**config.mk**
```make
export PLATFORM = sky130hd
export DESIGN_NAME = truth_table_sweeper
export DESIGN_NICKNAME = d
export VERILOG_FILES = /design/src/rtl/sweep_pkg.sv /design/src/rtl/sweep_settle_timer.sv /design/src/rtl/truth_table_sweeper.sv
export SDC_FILE = /design/constraint.sdc
export NUM_CORES = 1
export LEC_CHECK = 0
export ABC_AREA = 1
export BUFFER_PORTS_ARGS = -buffer_cell sky130_fd_sc_hd__clkbuf_2
export CAP_MARGIN = 15
export CORE_AREA = 2 2 59 88
export CTS_BUF_LIST = sky130_fd_sc_hd__clkbuf_2 sky130_fd_sc_hd__clkbuf_4 sky130_fd_sc_hd__clkbuf_8
export DETAILED_ROUTE_END_ITERATION = 8
export DIE_AREA = 0 0 61 90
export GPL_ROUTABILITY_DRIVEN = 0
export PLACE_DENSITY = 0.76
export SYNTH_ARGS = -nofsm -noshare
export SYNTH_HDL_FRONTEND = slang
export SYNTH_SLANG_ARGS = --single-unit
```
**constraint.sdc**
```tcl
create_clock -name clk -period 1.34 [get_ports clk]
set_input_delay 0.268 -clock clk [delete_from_list [all_inputs] [get_ports clk]]
set_output_delay 0.268 -clock clk [all_outputs]
set_load 0.02 [all_outputs]
```
**src/rtl/sweep_pkg.sv**
```systemverilog
// Shared definitions for the truth-table sweeper: FSM states, vector
// geometry and the reference truth table of F1 = A'B' + AD' + BC'D'.
package sweep_pkg;

    localparam int N_VEC = 16;
    localparam int VEC_W = 4;

    // Bit i is F1 evaluated at abcd = i.
    localparam logic [N_VEC-1:0] F1_GOLDEN = 16'h551F;

    typedef enum logic [1:0] {
        IDLE,
        SETTLE,
        SAMPLE,
        DONE
    } state_e;

    // True when idx addresses the final vector of a sweep.
    function automatic logic isLastVec(input logic [VEC_W-1:0] idx);
        return idx == VEC_W'(N_VEC - 1);
    endfunction

endpackage

```
**src/rtl/sweep_settle_timer.sv**
```systemverilog
// Settle timer: loaded with a cycle count, counts down while enabled and
// pulses expired in the last enabled cycle of the loaded window.
module sweep_settle_timer
    import sweep_pkg::*;
(
    input  logic             clk,
    input  logic             rst_n,
    input  logic             load_i,
    input  logic             en_i,
    input  logic [VEC_W-1:0] count_i,
    output logic             expired_o
);

    logic [VEC_W-1:0] cnt_q;
    logic [VEC_W-1:0] cnt_d;

    // Reload takes priority over counting; the counter parks at zero.
    always_comb begin
        cnt_d = cnt_q;
        if (load_i) begin
            cnt_d = count_i;
        end else if (en_i && (cnt_q != '0)) begin
            cnt_d = cnt_q - VEC_W'(1);
        end
    end

    // Counter register with synchronous active-low reset.
    always_ff @(posedge clk) begin
        if (!rst_n) begin
            cnt_q <= '0;
        end else begin
            cnt_q <= cnt_d;
        end
    end

    assign expired_o = en_i && (cnt_q == VEC_W'(1));

endmodule

```
**src/rtl/truth_table_sweeper.sv**
```systemverilog
// Truth-table sweeper: drives all 16 abcd vectors, waits SETTLE_CYCLES per
// vector, captures two function outputs and flags the first disagreement.
// Optional golden compare of the captured F1 table: SWEEP_GOLDEN_CHECK_EN.
module truth_table_sweeper
    import sweep_pkg::*;
#(
    parameter int SETTLE_CYCLES = 2
`ifdef SWEEP_GOLDEN_CHECK_EN
    ,
    parameter logic [N_VEC-1:0] GOLDEN_F1 = F1_GOLDEN
`endif
)
(
    input  logic             clk,
    input  logic             rst_n,
    input  logic             start,
    output logic [VEC_W-1:0] abcd,
    input  logic             f1_in,
    input  logic             f2_in,
    output logic             busy,
    output logic             done,
    output logic [N_VEC-1:0] tt_f1,
    output logic [N_VEC-1:0] tt_f2,
    output logic             mismatch,
    output logic [VEC_W-1:0] mismatch_idx
`ifdef SWEEP_GOLDEN_CHECK_EN
    ,
    output logic             golden_fail
`endif
);

    localparam logic [VEC_W-1:0] SETTLE_LOAD = VEC_W'(SETTLE_CYCLES);

    state_e           state_q, state_d;
    logic [VEC_W-1:0] idx_q, idx_d;
    logic [N_VEC-1:0] ttF1_q, ttF1_d;
    logic [N_VEC-1:0] ttF2_q, ttF2_d;
    logic             mismatch_q, mismatch_d;
    logic [VEC_W-1:0] mismatchIdx_q, mismatchIdx_d;
    logic             timerLoad;
    logic             timerEn;
    logic             timerExpired;
`ifdef SWEEP_GOLDEN_CHECK_EN
    logic             goldenFail_q, goldenFail_d;
`endif

    sweep_settle_timer u_settle_timer (
        .clk       (clk),
        .rst_n     (rst_n),
        .load_i    (timerLoad),
        .en_i      (timerEn),
        .count_i   (SETTLE_LOAD),
        .expired_o (timerExpired)
    );

    // Sweep sequencing, capture and first-mismatch tracking.
    always_comb begin
        state_d       = state_q;
        idx_d         = idx_q;
        ttF1_d        = ttF1_q;
        ttF2_d        = ttF2_q;
        mismatch_d    = mismatch_q;
        mismatchIdx_d = mismatchIdx_q;
`ifdef SWEEP_GOLDEN_CHECK_EN
        goldenFail_d  = goldenFail_q;
`endif
        timerLoad     = 1'b0;
        timerEn       = 1'b0;
        abcd          = '0;
        busy          = 1'b0;
        done          = 1'b0;

        case (state_q)
            IDLE: begin
                if (start) begin
                    idx_d         = '0;
                    ttF1_d        = '0;
                    ttF2_d        = '0;
                    mismatch_d    = 1'b0;
                    mismatchIdx_d = '0;
`ifdef SWEEP_GOLDEN_CHECK_EN
                    goldenFail_d  = 1'b0;
`endif
                    timerLoad     = 1'b1;
                    state_d       = SETTLE;
                end
            end

            SETTLE: begin
                abcd    = idx_q;
                busy    = 1'b1;
                timerEn = 1'b1;
                if (timerExpired) begin
                    state_d = SAMPLE;
                end
            end

            SAMPLE: begin
                abcd          = idx_q;
                busy          = 1'b1;
                ttF1_d[idx_q] = f1_in;
                ttF2_d[idx_q] = f2_in;
                if ((f1_in != f2_in) && !mismatch_q) begin
                    mismatch_d    = 1'b1;
                    mismatchIdx_d = idx_q;
                end
                if (isLastVec(idx_q)) begin
                    // Compare against the table including this final write
                    // so the verdict is visible during the DONE cycle.
`ifdef SWEEP_GOLDEN_CHECK_EN
                    goldenFail_d = (ttF1_d != GOLDEN_F1);
`endif
                    state_d = DONE;
                end else begin
                    idx_d     = idx_q + VEC_W'(1);
                    timerLoad = 1'b1;
                    state_d   = SETTLE;
                end
            end

            DONE: begin
                done    = 1'b1;
                state_d = IDLE;
            end

            default: begin
                state_d = IDLE;
            end
        endcase
    end

    // State and capture registers with synchronous active-low reset.
    always_ff @(posedge clk) begin
        if (!rst_n) begin
            state_q       <= IDLE;
            idx_q         <= '0;
            ttF1_q        <= '0;
            ttF2_q        <= '0;
            mismatch_q    <= 1'b0;
            mismatchIdx_q <= '0;
        end else begin
            state_q       <= state_d;
            idx_q         <= idx_d;
            ttF1_q        <= ttF1_d;
            ttF2_q        <= ttF2_d;
            mismatch_q    <= mismatch_d;
            mismatchIdx_q <= mismatchIdx_d;
        end
    end

`ifdef SWEEP_GOLDEN_CHECK_EN
    // Golden verdict register, held until the next accepted start.
    always_ff @(posedge clk) begin
        if (!rst_n) begin
            goldenFail_q <= 1'b0;
        end else begin
            goldenFail_q <= goldenFail_d;
        end
    end

    assign golden_fail = goldenFail_q;
`endif

    assign tt_f1        = ttF1_q;
    assign tt_f2        = ttF2_q;
    assign mismatch     = mismatch_q;
    assign mismatch_idx = mismatchIdx_q;

endmodule

```
Word-level counts from Yosys, hierarchy flattened
Cells that the tools add are included.
{"block": "word_totals", "reg_bits": 47, "output_inout_bits": 43}
{"block": "op_classes", "addsub": 2, "n_lt_le_gt_ge": 2, "n_eq_ne": 10, "n_mux": 28, "n_bitwise": 1, "n_reduce_logical": 15}
{"operator": "$pmux W16 S2", "count": 2}
{"operator": "$bwmux W16", "count": 2}
{"operator": "$mux W16", "count": 1}
{"operator": "$mux W4", "count": 4}
{"operator": "$pmux W4 S2", "count": 2}
{"operator": "$mux W2", "count": 5}
{"operator": "$mux W1", "count": 8}
{"operator": "$ne A2 B2 Y1 const B", "count": 4}
{"operator": "$pmux W2 S4", "count": 1}
{"operator": "$reduce_and A3 Y1", "count": 2}
{"operator": "$lt A4 B5 Y1 const B", "count": 1}
{"operator": "$add A4 B1 Y4 const B", "count": 1}
{"operator": "$demux W1 S4", "count": 1}
{"operator": "$eq A2 B2 Y1 const B", "count": 2}
{"operator": "$eq A4 B1 Y1 const B", "count": 1}
{"operator": "$eq A4 B4 Y1 const B", "count": 1}
{"operator": "$ge A4 B1 Y1 const B", "count": 1}
{"operator": "$logic_and A1 B1 Y1", "count": 4}
{"operator": "$pmux W1 S2", "count": 2}
{"operator": "$reduce_and A2 Y1", "count": 2}
{"operator": "$reduce_bool A2 Y1", "count": 2}
{"operator": "$reduce_bool A4 Y1", "count": 1}
{"operator": "$reduce_or A2 Y1", "count": 2}
{"operator": "$sub A4 B1 Y4 const B", "count": 1}
{"operator": "other kinds (5)", "count": 5}

Longest topological paths before layout
{"block": "logic_depth", "word_depth": 6, "depth_mapped": 11}

By module
Synthesis repeated with hierarchy kept, for this count alone.
{"block": "hier_totals", "cells_unflattened": 333, "area_unflattened_um2": 2417.3}
{"mod": "truth_table_sweeper", "instances": 1, "cells_each": 288, "area_per_inst_um2": 2110.8}
{"mod": "sweep_settle_timer", "instances": 1, "cells_each": 45, "area_per_inst_um2": 306.5}

Worst setup path before layout
Ideal clock, no wire load.
{"block": "synth_path", "path_type": "register to register", "startpoint": "register state_q[0]", "endpoint": "register ttF1_q[8] (netlist: tt_f1[8])", "t_arrival_ps": 1354, "path_slack_ps": -82, "stages_incl_launch_ff": 12, "path_buffers": 2, "period_less_slack_ps": 1422, "path_cell_list": "dfxtp_1 > inv_1 > ha_1 > buf_6 > inv_6 > nand2_4 > nand2_4 > inv_4 > buf_8 > o21ai_2 > nand2_1 > a21oi_2"}
{"block": "synth_between", "elab_chain_cells": 3}
{"item": "start, declared", "line": "truth_table_sweeper.sv:34", "text": "state_e state_q, state_d;"}
{"item": "start signal, assigned", "line": "truth_table_sweeper.sv:142", "text": "state_q <= state_d;"}
{"item": "$eq A2 B2 Y1 / $logic_not A2 Y1 (equally long branches)", "line": "truth_table_sweeper.sv:73", "text": "case (state_q)"}
{"item": "$reduce_bool A2 Y1 (no line) / $ne A2 B2 Y1 (equally long branches)"}
{"item": "$reduce_and A2 Y1 (no line)"}
{"item": "end signal, assigned", "line": "truth_table_sweeper.sv:144", "text": "ttF1_q <= ttF1_d;"}
{"item": "end, declared", "line": "truth_table_sweeper.sv:36", "text": "logic [N_VEC-1:0] ttF1_q, ttF1_d;"}
Several ways; a longest one is shown, not always the timed one.
A chain may end at the register's enable or synchronous reset.

Final worst setup path
{"block": "layout_path", "startpoint": "register state_q[0]", "endpoint": "output port abcd[3]"}
{"block": "layout_between", "elab_chain_cells": 3}
{"item": "$eq A2 B2 Y1 / $eq A2 B1 Y1 (equally long branches)", "line": "truth_table_sweeper.sv:73"}
{"item": "$reduce_or A2 Y1 (no line) (*)"}
{"item": "$mux W4 (*)", "line": "truth_table_sweeper.sv:73"}
{"item": "end, declared", "line": "truth_table_sweeper.sv:17", "text": "output logic [VEC_W-1:0] abcd,"}
Every way passes the cells marked *; elsewhere a longest branch is shown, timed or not.

==> results.md <==
| Item | This run |
|:---|:---|
| Clk buf depth | 2 |
| Vias in the first global route | 2240 |
| Highest clock frequency the design can meet | 653 MHz |
| Setup TNS | -4.17 ns |
| Data required time at the worst endpoint | 1.07 ns |
| Rows | 31 |
| Transition time at the pin with the least slew margin | 0.305 ns |
| ANT nets after route | 0 |
| Source-to-sink clock delay at the later pin of the worst-skew pair | 0.31 ns |
| Arrival time of data at the critical path endpoint | 1.26 ns |
| Violations in the final reports | setup timing |
| Cell count after synthesis | 323 |
| Outcome | finished, violations left |
| CTS hold repair buffers | 0 |
| H-tree levels | 2 |
| Core Footprint | 4770 µm² |
| Most used flip-flop cell after synthesis | sky130_fd_sc_hd__dfxtp_1 |
| Synthesized net count | 338 |
| Routed length per instance | 13.7 µm |
| Routed wire length | 6440 µm |
| Fillcell total | 392 |
| Initial Utilization | 48.8% |
| Number of antenna cells inserted | 0 |
| Cts bufs inserted | 5 |
| Library cells used by synthesis | 24 |
| Worst setup path category | register to output pin |
| CTS clock-pin slew for the worst setup and hold paths | 0.09 ns |
| Number of cells in the design after placement | 454 |
| Headroom to the max-slew limit | 79.7% |
| Clock sink count | 47 |
| Avg Inst Size Synth | 7.21 µm² |
| Pins Over Slew Limit | 0 |
| Final Critical Period | 1.53 ns |
| Final Util | 68.9% |
| Post-Place Setup Slack | -0.183 ns |
| Total track usage | 23.0% |
| Height of the die | 90 µm |
| Leakage power summed over all cells | 1.38 nW |
| Count of vias placed by the detailed router | 2403 |
| Combined area of the multi-input logic cells | 1390 µm² |
| Critical path startpoint | state_q[0]$_SDFFE_PN0P_ |
| Area of the die | 5490 µm² |
| Clock tree from TritonCTS | yes |
| Smallest setup slack after layout | -0.193 ns |
| Launch point of the worst reg-to-reg path | state_q[1]$_SDFFE_PN0P_ |
| Cell types with the largest area share after synthesis | sky130_fd_sc_hd__dfxtp_1 (40%), sky130_fd_sc_hd__nand2_1 (18%), sky130_fd_sc_hd__a21oi_1 (8.4%), sky130_fd_sc_hd__ha_1 (5.4%), sky130_fd_sc_hd__inv_1 (5.3%) |
| Final HPWL from detailed placement | 4140 µm |
| I/O pin count | 48 |
| Proportion of synthesized flip-flops having asynchronous set or reset | 0% |
| Number of design rule violations left after detail routing | 0 |
| Post-synthesis sequential element count | 47 |
| Area share of the largest cell type after synthesis | 40.4% |
| Setup repair after global routing missed its margin | yes |
| Cell with the most instances after synthesis | sky130_fd_sc_hd__nand2_1 |
| Signed area change from the synthesized netlist to the final layout | 41.2% |
| Vias per cell | 5.10 |
| Most instantiated cells after synthesis | sky130_fd_sc_hd__nand2_1 (112), sky130_fd_sc_hd__dfxtp_1 (47), sky130_fd_sc_hd__a21oi_1 (39), sky130_fd_sc_hd__inv_1 (33), sky130_fd_sc_hd__nor2_1 (18) |
| Number of warnings printed during yosys synthesis | 0 |
| Fraction of the cycle the final worst path needs | 114% |
| Element type at the critical path start | register |
| Share of synthesized area occupied by flip-flops and latches | 40.4% |
| Final Power | 0.00497 W |
| Iteration-0 DRC count of the detailed router | 96 |
| Setup violation total in the final timing report | 44 |
| Count of flip-flops with a built-in enable after synthesis | 0 |
| Number of iterations in the first detailed-routing pass | 6 |
| Sequential cell area | 948 µm² |
| Total Nets Final | 419 |
| Fraction of final layout cells sized beyond drive strength 1 | 43.0% |
| Power density relative to cell area | 1510 nW/µm² |
| Hold violation total from the final report | 0 |
| Cell taking the most area after synthesis | sky130_fd_sc_hd__dfxtp_1 |
| Reported max-cap violation count | 0 |
| Die outline width | 61 µm |
| Global-route wire length before repair | 9740 µm |
| Critical Path Fanout Max | 5 |
| Min-delay worst type | primary input to register |
| Sum of overflow across all layers after global routing | 0 |
| Largest voltage drop on the vdd net | 828 µV |
| Antenna violations before repair | 0 |
| Combined area of all synthesized cells | 2330 µm² |
| Critical path endpoint category | output pin |
| Clock skew after layout | 0.00386 ns |
| Start point of the worst min-delay path | rst_n |
| PortBufs | 47 |
| Filler-free cell count of the finished design | 471 |
| Clock Tree Root | sky130_fd_sc_hd__clkbuf_8 |
| Pin count of the biggest net entering global routing | 23 |
==> metal layers <==
metal | GRT usage, % | up-vias | share of wire [%]
li1 | - | 1183 | -
met1 | 26.0 | 1131 | 37
met2 | 39.3 | 68 | 55
met3 | 3.74 | 21 | 4.6
met4 | 12.1 | 0 | 3.2
met5 | 0 | - | 0
==> report_power, final <==
| part | leakage, nW | total, W | internal, W | switching [W] |
|---|---|---|---|---|
| Sequential | 0.381 | 0.00153 | 0.00147 | 0.0000625 |
| Combinational | 0.957 | 0.00255 | 0.00106 | 0.00149 |
| Clock | 0.0446 | 0.000889 | 0.000386 | 0.000503 |
| Total | 1.38 | 0.00497 | 0.00292 | 0.00205 |
==> sequential cells by signal (all words and copies together), names as in the netlist <==
signal / count
idx_q: 4
u_settle_timer.cnt_q: 4
mismatch: 1
tt_f1: 16
tt_f2: 16
mismatch_idx: 4
state_q: 2
==> critical path, stage by stage, from the launching register on <==
cell	delay, ns
sky130_fd_sc_hd__dfxtp_2	0.37
sky130_fd_sc_hd__inv_4	0.05
sky130_fd_sc_hd__ha_4	0.30
sky130_fd_sc_hd__nand2_2	0.07
sky130_fd_sc_hd__inv_2	0.06
sky130_fd_sc_hd__buf_8	0.10
==> final timing paths <==
path / to / cells past startpoint / slack [ns]
worst max-delay path: abcd[3] / 5 / -0.19
worst min-delay path: state_q[1]$_SDFFE_PN0P_ / 3 / 0.30
worst max register to register: tt_f2[8]$_SDFFE_PN0P_ / 8 / -0.14
worst min register to register: tt_f2[7]$_SDFFE_PN0P_ / 2 / 0.46
==> cells in the final DEF (no fill, tap or decap), drive strengths merged <==
cell	n
o31ai	1
clkinv	1
xor2	1
nor2	21
o21ai	14
buf	40
ha	10
a22oi	1
nand3	15
clkbuf	50
clkinvlp	1
nor3	2
dfxtp	47
nand2	121
inv	36
a21oi	44
==> final cells by class <==
| cell class | instances | area share [%] |
|---|---|---|
| clock buffer | 6 | 2.32 |
| clock inverter | 2 | 0.381 |
| inverter | 35 | 4.53 |
| multi-input combinational | 230 | 42.2 |
| sequential | 47 | 28.8 |
| tap | 66 | 2.51 |
| timing repair buffer | 84 | 19.1 |
| timing repair inverter | 1 | 0.190 |
==> stage by stage <==
stage / cell area, µm² / hold WS (ns)
3_3_place_gp: 2810 / 0.449
6_report: 3290 / 0.300
3_5_place_dp: 2810 / 0.451
5_1_grt: 3290 / 0.302
2_1_floorplan: 2330 / 0.366
4_1_cts: 3000 / 0.264
==> logic make-up after synthesis <==
| group | share of synthesized area (%) |
|---|---|
| compound gates | 14.7 |
| buf+inv | 9.99 |
| flops | 40.4 |
| fa+ha+maj | 5.37 |
| xor+xnor | 0.376 |
| simple gates | 29.1 |
==> repair_timing <==
action,CTS,global route
gates cloned,0,2
pin swaps,4,26
resized for setup,23,73
setup buffers,3,4
endpoints found under the setup margin,53,53
(Power assumes the default switching activity.)
